$ cat src/rtl/fir_pkg.sv
// Shared definitions for the multi-channel FIR: FSM state encoding,
// a constant clog2 helper and the accumulator width rule.
package fir_pkg;

    typedef enum logic [1:0] {
        ST_IDLE = 2'd0,
        ST_MAC  = 2'd1,
        ST_OUT  = 2'd2
    } fir_state_t;

    // Ceiling log2; returns 0 for values of 1 or less.
    function automatic int fir_clog2(input int value);
        int w;
        w = 0;
        while ((1 << w) < value) w++;
        return w;
    endfunction

    // Accumulator wide enough that summing every tap can never overflow.
    function automatic int fir_acc_w(input int in_w, input int coef_w, input int taps);
        return in_w + coef_w + fir_clog2(taps);
    endfunction

endpackage

$ cat src/rtl/fir_mac.sv
// Shared multiply-accumulate unit: signed product, clearable accumulator,
// and the output scaling stage (arithmetic shift, then saturate when
// FIR_SAT_EN is defined, otherwise two's-complement wrap).
module fir_mac
    import fir_pkg::*;
#(
    parameter int INPUT_WIDTH  = 8,
    parameter int COEF_WIDTH   = 8,
    parameter int NUM_OF_TAPS  = 3,
    parameter int OUTPUT_WIDTH = 16,
    parameter int OUT_SHIFT    = 0
) (
    input  logic                    clk,
    input  logic                    rst_n,
    input  logic                    acc_clr,
    input  logic                    acc_en,
    input  logic [INPUT_WIDTH-1:0]  sample,
    input  logic [COEF_WIDTH-1:0]   coef,
    output logic [OUTPUT_WIDTH-1:0] result
);

    localparam int PROD_W = INPUT_WIDTH + COEF_WIDTH;
    localparam int ACC_W  = fir_acc_w(INPUT_WIDTH, COEF_WIDTH, NUM_OF_TAPS);

    logic signed [PROD_W-1:0] product;
    logic signed [ACC_W-1:0]  acc;

    assign product = $signed(sample) * $signed(coef);

    // Accumulator: clear on a new sample, add one product per MAC cycle.
    always_ff @(posedge clk or negedge rst_n) begin
        if (!rst_n) begin
            acc <= '0;
        end else if (acc_clr) begin
            acc <= '0;
        end else if (acc_en) begin
            acc <= acc + ACC_W'(product);
        end
    end

`ifdef FIR_SAT_EN
    localparam int WIDE_W = (ACC_W > OUTPUT_WIDTH) ? ACC_W : OUTPUT_WIDTH;
    localparam logic signed [OUTPUT_WIDTH-1:0] OUT_MAX = {1'b0, {(OUTPUT_WIDTH-1){1'b1}}};
    localparam logic signed [OUTPUT_WIDTH-1:0] OUT_MIN = {1'b1, {(OUTPUT_WIDTH-1){1'b0}}};

    logic signed [WIDE_W-1:0] shifted;

    // Scale the accumulator and clamp it into the signed output range.
    always_comb begin
        shifted = WIDE_W'(acc >>> OUT_SHIFT);
        if (shifted > WIDE_W'(OUT_MAX)) begin
            result = OUT_MAX;
        end else if (shifted < WIDE_W'(OUT_MIN)) begin
            result = OUT_MIN;
        end else begin
            result = shifted[OUTPUT_WIDTH-1:0];
        end
    end
`else
    // Scale the accumulator and keep its low bits (two's-complement wrap).
    always_comb begin
        result = OUTPUT_WIDTH'(acc >>> OUT_SHIFT);
    end
`endif

endmodule

$ cat src/rtl/fir_mc.sv
// Time-multiplexed multi-channel FIR. Holds the control FSM, the per-channel
// delay lines, the shared coefficient bank and the sticky drop flag; the
// arithmetic lives in fir_mac. Optional macro: FIR_SAT_EN selects output
// saturation instead of wrap.
//
// Handshake: a sample transfers on a rising edge where input_data_flag and
// input_ready are both high and input_channel < NUM_CH. The source is never
// stalled: a flag while input_ready is low, or with an out-of-range channel,
// discards the sample and sets input_drop. output_data_flag is a one-cycle
// strobe with no back-pressure.
module fir_mc
    import fir_pkg::*;
#(
    parameter int NUM_OF_TAPS  = 3,
    parameter int INPUT_WIDTH  = 8,
    parameter int COEF_WIDTH   = 8,
    parameter int NUM_CH       = 2,
    parameter int OUTPUT_WIDTH = 16,
    parameter int OUT_SHIFT    = 0,
    localparam int CH_W        = (NUM_CH > 1) ? fir_clog2(NUM_CH) : 1,
    localparam int TAP_W       = fir_clog2(NUM_OF_TAPS)
) (
    input  logic                    clk,
    input  logic                    rst_n,
    input  logic [INPUT_WIDTH-1:0]  input_data,
    input  logic                    input_data_flag,
    input  logic [CH_W-1:0]         input_channel,
    output logic                    input_ready,
    output logic                    input_drop,
    input  logic                    drop_clr,
    input  logic                    coef_wr_en,
    input  logic [TAP_W-1:0]        coef_addr,
    input  logic [COEF_WIDTH-1:0]   coef_data,
    output logic [OUTPUT_WIDTH-1:0] output_data,
    output logic                    output_data_flag,
    output logic [CH_W-1:0]         output_channel
);

    localparam logic [CH_W:0]    NUM_CH_V = (CH_W+1)'(NUM_CH);
    localparam logic [TAP_W-1:0] LAST_TAP = TAP_W'(NUM_OF_TAPS - 1);

    fir_state_t             state;
    logic [TAP_W-1:0]       tap_idx;
    logic [CH_W-1:0]        cur_ch;
    logic [INPUT_WIDTH-1:0] dline [NUM_CH][NUM_OF_TAPS];
    logic [COEF_WIDTH-1:0]  coef_bank [NUM_OF_TAPS];

    logic                    ch_ok;
    logic                    accept;
    logic                    drop_set;
    logic [INPUT_WIDTH-1:0]  mac_sample;
    logic [COEF_WIDTH-1:0]   mac_coef;
    logic [OUTPUT_WIDTH-1:0] mac_result;

    assign ch_ok    = ({1'b0, input_channel} < NUM_CH_V);
    assign accept   = (state == ST_IDLE) && input_data_flag && ch_ok;
    assign drop_set = input_data_flag && !accept;

    // Operand select: the current channel's sample and coefficient at tap_idx.
    always_comb begin
        mac_sample = '0;
        mac_coef   = '0;
        for (int c = 0; c < NUM_CH; c++) begin
            for (int k = 0; k < NUM_OF_TAPS; k++) begin
                if (cur_ch == CH_W'(c) && tap_idx == TAP_W'(k)) begin
                    mac_sample = dline[c][k];
                end
            end
        end
        for (int k = 0; k < NUM_OF_TAPS; k++) begin
            if (tap_idx == TAP_W'(k)) begin
                mac_coef = coef_bank[k];
            end
        end
    end

    fir_mac #(
        .INPUT_WIDTH  (INPUT_WIDTH),
        .COEF_WIDTH   (COEF_WIDTH),
        .NUM_OF_TAPS  (NUM_OF_TAPS),
        .OUTPUT_WIDTH (OUTPUT_WIDTH),
        .OUT_SHIFT    (OUT_SHIFT)
    ) u_mac (
        .clk     (clk),
        .rst_n   (rst_n),
        .acc_clr (accept),
        .acc_en  (state == ST_MAC),
        .sample  (mac_sample),
        .coef    (mac_coef),
        .result  (mac_result)
    );

    // Delay lines: an accepted sample shifts into its own channel only.
    always_ff @(posedge clk or negedge rst_n) begin
        if (!rst_n) begin
            for (int c = 0; c < NUM_CH; c++) begin
                for (int k = 0; k < NUM_OF_TAPS; k++) begin
                    dline[c][k] <= '0;
                end
            end
        end else if (accept) begin
            for (int c = 0; c < NUM_CH; c++) begin
                if (input_channel == CH_W'(c)) begin
                    dline[c][0] <= input_data;
                    for (int k = 1; k < NUM_OF_TAPS; k++) begin
                        dline[c][k] <= dline[c][k-1];
                    end
                end
            end
        end
    end

    // Coefficient bank: resets to identity; out-of-range addresses match no tap.
    always_ff @(posedge clk or negedge rst_n) begin
        if (!rst_n) begin
            for (int k = 0; k < NUM_OF_TAPS; k++) begin
                coef_bank[k] <= (k == 0) ? COEF_WIDTH'(1) : '0;
            end
        end else if (coef_wr_en) begin
            for (int k = 0; k < NUM_OF_TAPS; k++) begin
                if (coef_addr == TAP_W'(k)) begin
                    coef_bank[k] <= coef_data;
                end
            end
        end
    end

    // Sticky drop flag; a new drop beats a simultaneous clear.
    always_ff @(posedge clk or negedge rst_n) begin
        if (!rst_n) begin
            input_drop <= 1'b0;
        end else if (drop_set) begin
            input_drop <= 1'b1;
        end else if (drop_clr) begin
            input_drop <= 1'b0;
        end
    end

    // Control FSM: accept in IDLE, one tap per MAC cycle, publish in OUT.
    always_ff @(posedge clk or negedge rst_n) begin
        if (!rst_n) begin
            state            <= ST_IDLE;
            tap_idx          <= '0;
            cur_ch           <= '0;
            input_ready      <= 1'b1;
            output_data      <= '0;
            output_data_flag <= 1'b0;
            output_channel   <= '0;
        end else begin
            output_data_flag <= 1'b0;
            case (state)
                ST_IDLE: begin
                    if (accept) begin
                        cur_ch      <= input_channel;
                        tap_idx     <= '0;
                        input_ready <= 1'b0;
                        state       <= ST_MAC;
                    end
                end
                ST_MAC: begin
                    if (tap_idx == LAST_TAP) begin
                        state <= ST_OUT;
                    end else begin
                        tap_idx <= tap_idx + 1'b1;
                    end
                end
                ST_OUT: begin
                    output_data      <= mac_result;
                    output_channel   <= cur_ch;
                    output_data_flag <= 1'b1;
                    input_ready      <= 1'b1;
                    state            <= ST_IDLE;
                end
                default: begin
                    state <= ST_IDLE;
                end
            endcase
        end
    end

endmodule

$ cat config.mk
export PLATFORM = sky130hd
export DESIGN_NAME = fir_mc
export DESIGN_NICKNAME = d
export VERILOG_FILES = /design/src/rtl/fir_pkg.sv /design/src/rtl/fir_mac.sv /design/src/rtl/fir_mc.sv
export SDC_FILE = /design/constraint.sdc
export NUM_CORES = 1
export LEC_CHECK = 0
export CAP_MARGIN = 15
export CELL_PAD_IN_SITES_DETAIL_PLACEMENT = 0
export CELL_PAD_IN_SITES_GLOBAL_PLACEMENT = 1
export CORE_ASPECT_RATIO = 1.2
export CORE_UTILIZATION = 42
export CTS_CLUSTER_DIAMETER = 60
export CTS_CLUSTER_SIZE = 24
export DETAILED_ROUTE_END_ITERATION = 7
export GPL_ROUTABILITY_DRIVEN = 0
export PLACE_DENSITY = 0.79
export SLEW_MARGIN = 25
export SYNTH_ARGS = -nofsm -noshare
export SYNTH_HDL_FRONTEND = slang
export SYNTH_SLANG_ARGS = --single-unit
$ cat constraint.sdc
create_clock -name clk -period 7.62 [get_ports clk]
set_input_delay 2.286 -clock clk [delete_from_list [all_inputs] [get_ports clk]]
set_output_delay 2.286 -clock clk [all_outputs]
set_load 0.02 [all_outputs]
# Word level (Yosys, flattened, before mapping)
# Cells that the tools add are included.
[totals] mem_bits_rw=0 word_cells=79 n_memories=0 regBits=115 rom_bits=0 latch_bits=0 out_inout_bits=20
[op_classes] n_bitwise=2 magnitude_cmp=0 mux=22 n_eq_ne=9 div=0 n_reduce_logical=25 n_shift=0 multipliers=1 addsub=2
[ops] cell="2-to-1 mux 8 bit" n=9
[ops] cell="2-to-1 mux 18 bit" n=2
[ops] cell="adder 18 x 16 -> 18 bit" n=1
[ops] cell="multiplier 8 x 8 -> 16 bit" n=1
[ops] cell="AND reduction 2 bit" n=8
[ops] cell="logical AND 1 bit" n=8
[ops] cell="2-to-1 mux 2 bit" n=4
[ops] cell="case mux 2 bit (2 select lines)" n=2
[ops] cell="nonzero test 2 bit" n=4
[ops] cell="equality test 2 x 1 -> 1 bit (second input constant)" n=3
[ops] cell="equality test 2 bit (second input constant)" n=3
[ops] cell="zero test 2 bit" n=3
[ops] cell="!= test 2 bit (second input constant)" n=3
[ops] cell="2-to-1 mux 1 bit" n=4
[ops] cell="AND reduction 3 bit" n=1
[ops] cell="adder 2 x 1 -> 2 bit (second input constant)" n=1
[ops] cell="inverter 1 bit" n=2
[ops] cell="case mux 1 bit (2 select lines)" n=1
[ops] cell="zero test 1 bit" n=1

# Depth between registers and ports, before layout
[logic_depth] ltp_word=12 depth_mapped=27 mapped_depth_nobuf=25

# Modules after synthesis
# From an unflattened synthesis, not the netlist that was laid out.
[unflattened] cells_unflattened=645 hier_area_um2=7855.0
[modules_own_cells] module="fir_mc" cells_each=280 area_each_um2=4280.4 instances=1
[modules_own_cells] module="fir_mac" cells_each=365 area_each_um2=3574.7 instances=1

# Least setup slack after synthesis
# No wires, ideal clock.
[synth_path] kind="register -> register" startpoint="register tap_idx[1]" endpoint="register u_mac.acc[12]" period_less_slack_ps=5644 arrival_ps=5522 t_required_ps=7498 stages_incl_launch_ff=19 setup_slack_ps=1976 n_path_buf=3 cell_sequence="dfrtp_1 -> inv_1 -> ha_1 -> buf_4 -> buf_4 -> buf_6 -> a22oi_1 -> o21ai_1 -> and2_1 -> fa_1 -> fa_1 -> fa_1 -> fa_1 -> ha_1 -> ha_1 -> or3_4 -> o221a_4 -> or3_1 -> a32o_1"
[synth_between] elab_chain_cells=12 elab_cells_between_ends=22 cone_classes="1 x add/sub; 1 x mul; 2 x eq/ne; 11 x mux; 7 x reduce/logical"
[synth_lines] item="from (decl)" line_no="fir_mc.sv:43" text="logic [TAP_W-1:0] tap_idx;"
[synth_lines] item="from (signal assigned)" line_no="fir_mc.sv:164" text="tap_idx <= tap_idx + 1'b1;"
[synth_lines] item="zero test 2 bit" line_no="fir_mc.sv:65, fir_mc.sv:71"
[synth_lines] item="logical AND 1 bit" line_no="fir_mc.sv:65" text="if (cur_ch == CH_W'(c) && tap_idx == TAP_W'(k)) begin"
[synth_lines] item="2-to-1 mux 8 bit (6 in series)" line_no="fir_mc.sv:65"
[synth_lines] item="multiplier 8 x 8 -> 16 bit *" line_no="fir_mac.sv:28" text="assign product = $signed(sample) * $signed(coef);"
[synth_lines] item="adder 18 x 16 -> 18 bit *" line_no="fir_mac.sv:37" text="acc <= acc + ACC_W'(product);"
[synth_lines] item="2-to-1 mux 18 bit *" line_no="fir_mac.sv:36" text="end else if (acc_en) begin"
[synth_lines] item="2-to-1 mux 18 bit *" line_no="fir_mac.sv:34" text="end else if (acc_clr) begin"
[synth_lines] item="to (signal assigned)" line_no="fir_mac.sv:37"
[synth_lines] item="to (decl)" line_no="fir_mac.sv:26" text="logic signed [ACC_W-1:0] acc;"
# Every way passes the cells marked *; elsewhere a longest branch is shown, timed or not. The select of a mux whose other input is x is not followed.
# A chain may end at the register's enable or synchronous reset.

# Final worst setup path
[layout_path] startpoint="register tap_idx[0]" endpoint="register u_mac.acc[12]"
# The elaborated chain is that of the path after synthesis.

==> metrics <==
result of the run finished, final reports clean; Synth Area per Inst 11.3 um^2; Clock Path Buffers 2; num rows 54; WP data arrival 7.01 ns; clock-pin slew on the worst setup and hold paths 0.06 ns; most frequent cell on the critical path sky130_fd_sc_hd__fa_1; number of buffers created by CTS 17; Post-Route Setup TNS 0 ns; Top Family by Delay on Critical Path adder cells; placement-stage worst setup slack 0.924 ns; leading cell types in the layout, fill and taps excluded sky130_fd_sc_hd__dfrtp_1, sky130_fd_sc_hd__mux2_2, sky130_fd_sc_hd__inv_1; Top FF cell, synth sky130_fd_sc_hd__dfrtp_1; maxcap violations 0; area growth from synthesis to final layout 16.3%; Rel. slew slack 34.5%; CTS Root Buffer Type sky130_fd_sc_hd__clkbuf_16; commonest non-fill, non-tap cell in the layout sky130_fd_sc_hd__dfrtp_1; I/O Buffers 43; hold-fix buffers at CTS 0; Setup Buffers After CTS 0; clock insertion delay at the later pin of the skew report 0.43 ns; time the final worst path needs with I/O delays and setup 6.70 ns; kind of capture point of the worst setup path flop; number of nets in the layout 873; # diodes 0; layout cells sized above 1 between 20% and 30%; Slew Limit Fails 0; Period Utilization, post-route 87.9%; maximum clock rate 149 MHz; die outline height about 150 um; maximum net fanout on the critical path 19; routed length per placed instance 16.7 um; number of flops mapped to enable cells by yosys 0; post-synthesis net count ~830; total number of vias 5163; global routing usage on met3 under 10%; Total Routing Usage GR 19.0%; aggregate routed wire length 16300 um; number of sinks handled by clock tree synthesis approximately 110; sum of overflow across all layers after global routing 0; number of levels in the clock H-tree 4; Post-route DRC 0; area of the core ~18000 um^2; stage delay of the slowest cell on the critical path 0.69 ns; width of the die 126 um; worst path bufs/invs 1; Routed Antenna Nets 0; summed instance area of the synthesized netlist approximately 7800 um^2; Worst Hold Class reg2reg; FFs w/ async S/R, synth 100%; number of vias per cell 5.30; Crit Path Category reg2reg; hold slack 0.475 ns; actual slew at the worst max-slew pin 0.981 ns; Final Hold Viols 0; number of failing setup endpoints in the final timing report 0; number of synthesized register bits 113; worst-path cell chain inv_1, ha_1, nor2b_4, a22oi_1, o21ai_1, and2_1, fa_1, fa_1, fa_1, fa_1, ha_1, ha_1, or3_4, o221a_4, or3_1, a32o_1; Worst EP required about 8 ns; met1 Use GR 21.9%; cell depth of the worst min-delay path 2; half-perimeter wire length of the detailed placement result 12100 um; skew final about 0.017 ns; post-layout utilization of the core between 40 and 50%; unrepaired setup endpoints after global routing false; PostCTS Resize Cnt 0; clock tree from TritonCTS built; length of the first detailed-routing pass in iterations 5; number of library cell types mapped by synthesis 50; Critical Path Stages 16; Seq/Total Area, Yosys 36.3%; GR peak layer met2; length in cells of the worst reg-to-reg path 16; top-level port count 44; number of global-route vias before repair around 5600; startpoint types flop; gate count after technology mapping approximately 690; first-pass GRT wire length 27600 um; pin count of the biggest net entering global routing 71; final worst-path setup slack approximately 0.9 ns; 1st-iter DRT viols around 260; Slowest-stage cell, CP sky130_fd_sc_hd__ha_1; starting utilization of the core area 42.9%; initial antenna violation count 0; Die Footprint between 15000 and 20000 um^2; number of warnings printed during yosys synthesis 0; routing usage on met2 about a third
-- area by class of cell --
class,count,area (um^2)
Fill cell,1596,9100
Multi-Input combinational cell,477,4560
Timing Repair Buffer,51,495
Clock buffer,22,484
Clock inverter,10,125
Tap cell,224,280
Inverter,78,293
Sequential cell,113,2830
-- final timing paths --
kind / from / to / slack (ns)
worst max-delay path: tap_idx[0] / u_mac.acc[12] / 0.92
worst min-delay path: output_data[2] / output_data[2] / 0.48
worst max register to register: tap_idx[0] / u_mac.acc[12] / 0.92
worst min register to register: output_data[2] / output_data[2] / 0.48
max in group asynchronous: rst_n / dline[45] / 4.46
min in group asynchronous: rst_n / output_data_flag / 1.87
-- tightest hold or removal path: cells and delay by family, from the launching register on --
kind	cells	cell delay [ns]
and+or+nand+nor	1	0.05
AOI/OAI and AO/OA	1	0.06
DFF	1	0.34
-- registers in the layout, summed over array words and instances (netlist names) --
name,flops
coef_bank,24
cur_ch,1
dline,48
input_drop,1
input_ready,1
output_channel,1
output_data,16
output_data_flag,1
state,2
tap_idx,2
u_mac.acc,16
-- synthesized netlist by cell type (all sizes together), types with 3 or more instances --
library cell / count / area, um^2
a211oi: 8 / 60.1
a21o: 3 / 22.5
a21oi: 22 / 118
fa: 71 / 1420
and2: 4 / 25.0
clkbuf: 6 / 22.5
o21a: 8 / 60.1
nor2: 49 / 184
mux2: 94 / 1060
nand2: 70 / 263
dfrtp: 111 / 2780
mux2i: 7 / 70.1
nor2b: 9 / 63.8
a22o: 7 / 61.3
inv: 78 / 293
ha: 40 / 500
xnor2: 12 / 105
buf: 18 / 104
xor2: 4 / 35.0
o21ai: 30 / 154
nand2b: 11 / 76.3
a22oi: 4 / 30.0
-- per-layer routing --
| metal | share of wire (%) | vias to the layer above |
|---|---|---|
| met3 | 2.7 | 32 |
| met2 | 53 | 101 |
| li1 | - | 2393 |
| met5 | 0 | - |
| met1 | 42 | 2637 |
| met4 | 2.5 | 0 |
-- cells by family after synthesis --
logic type | synth area share (%)
simple gates | 8.94
flops | 36.3
fa+ha+maj | 24.6
mux | 15.0
buf+inv | 5.37
compound gates | 7.91
xor+xnor | 1.80
-- stage by stage --
stage | cell area, um^2 | cells
after global placement | 8450 | 942
after global routing | 9070 | 975
after CTS | 9070 | 975
after detailed placement | 8460 | 943
final | 9070 | 975
after floorplan | 7800 | 692
Power is left out: the tool's default activity adds up to more than one toggle a clock period on the data nets, which glitch-free logic cannot reach.
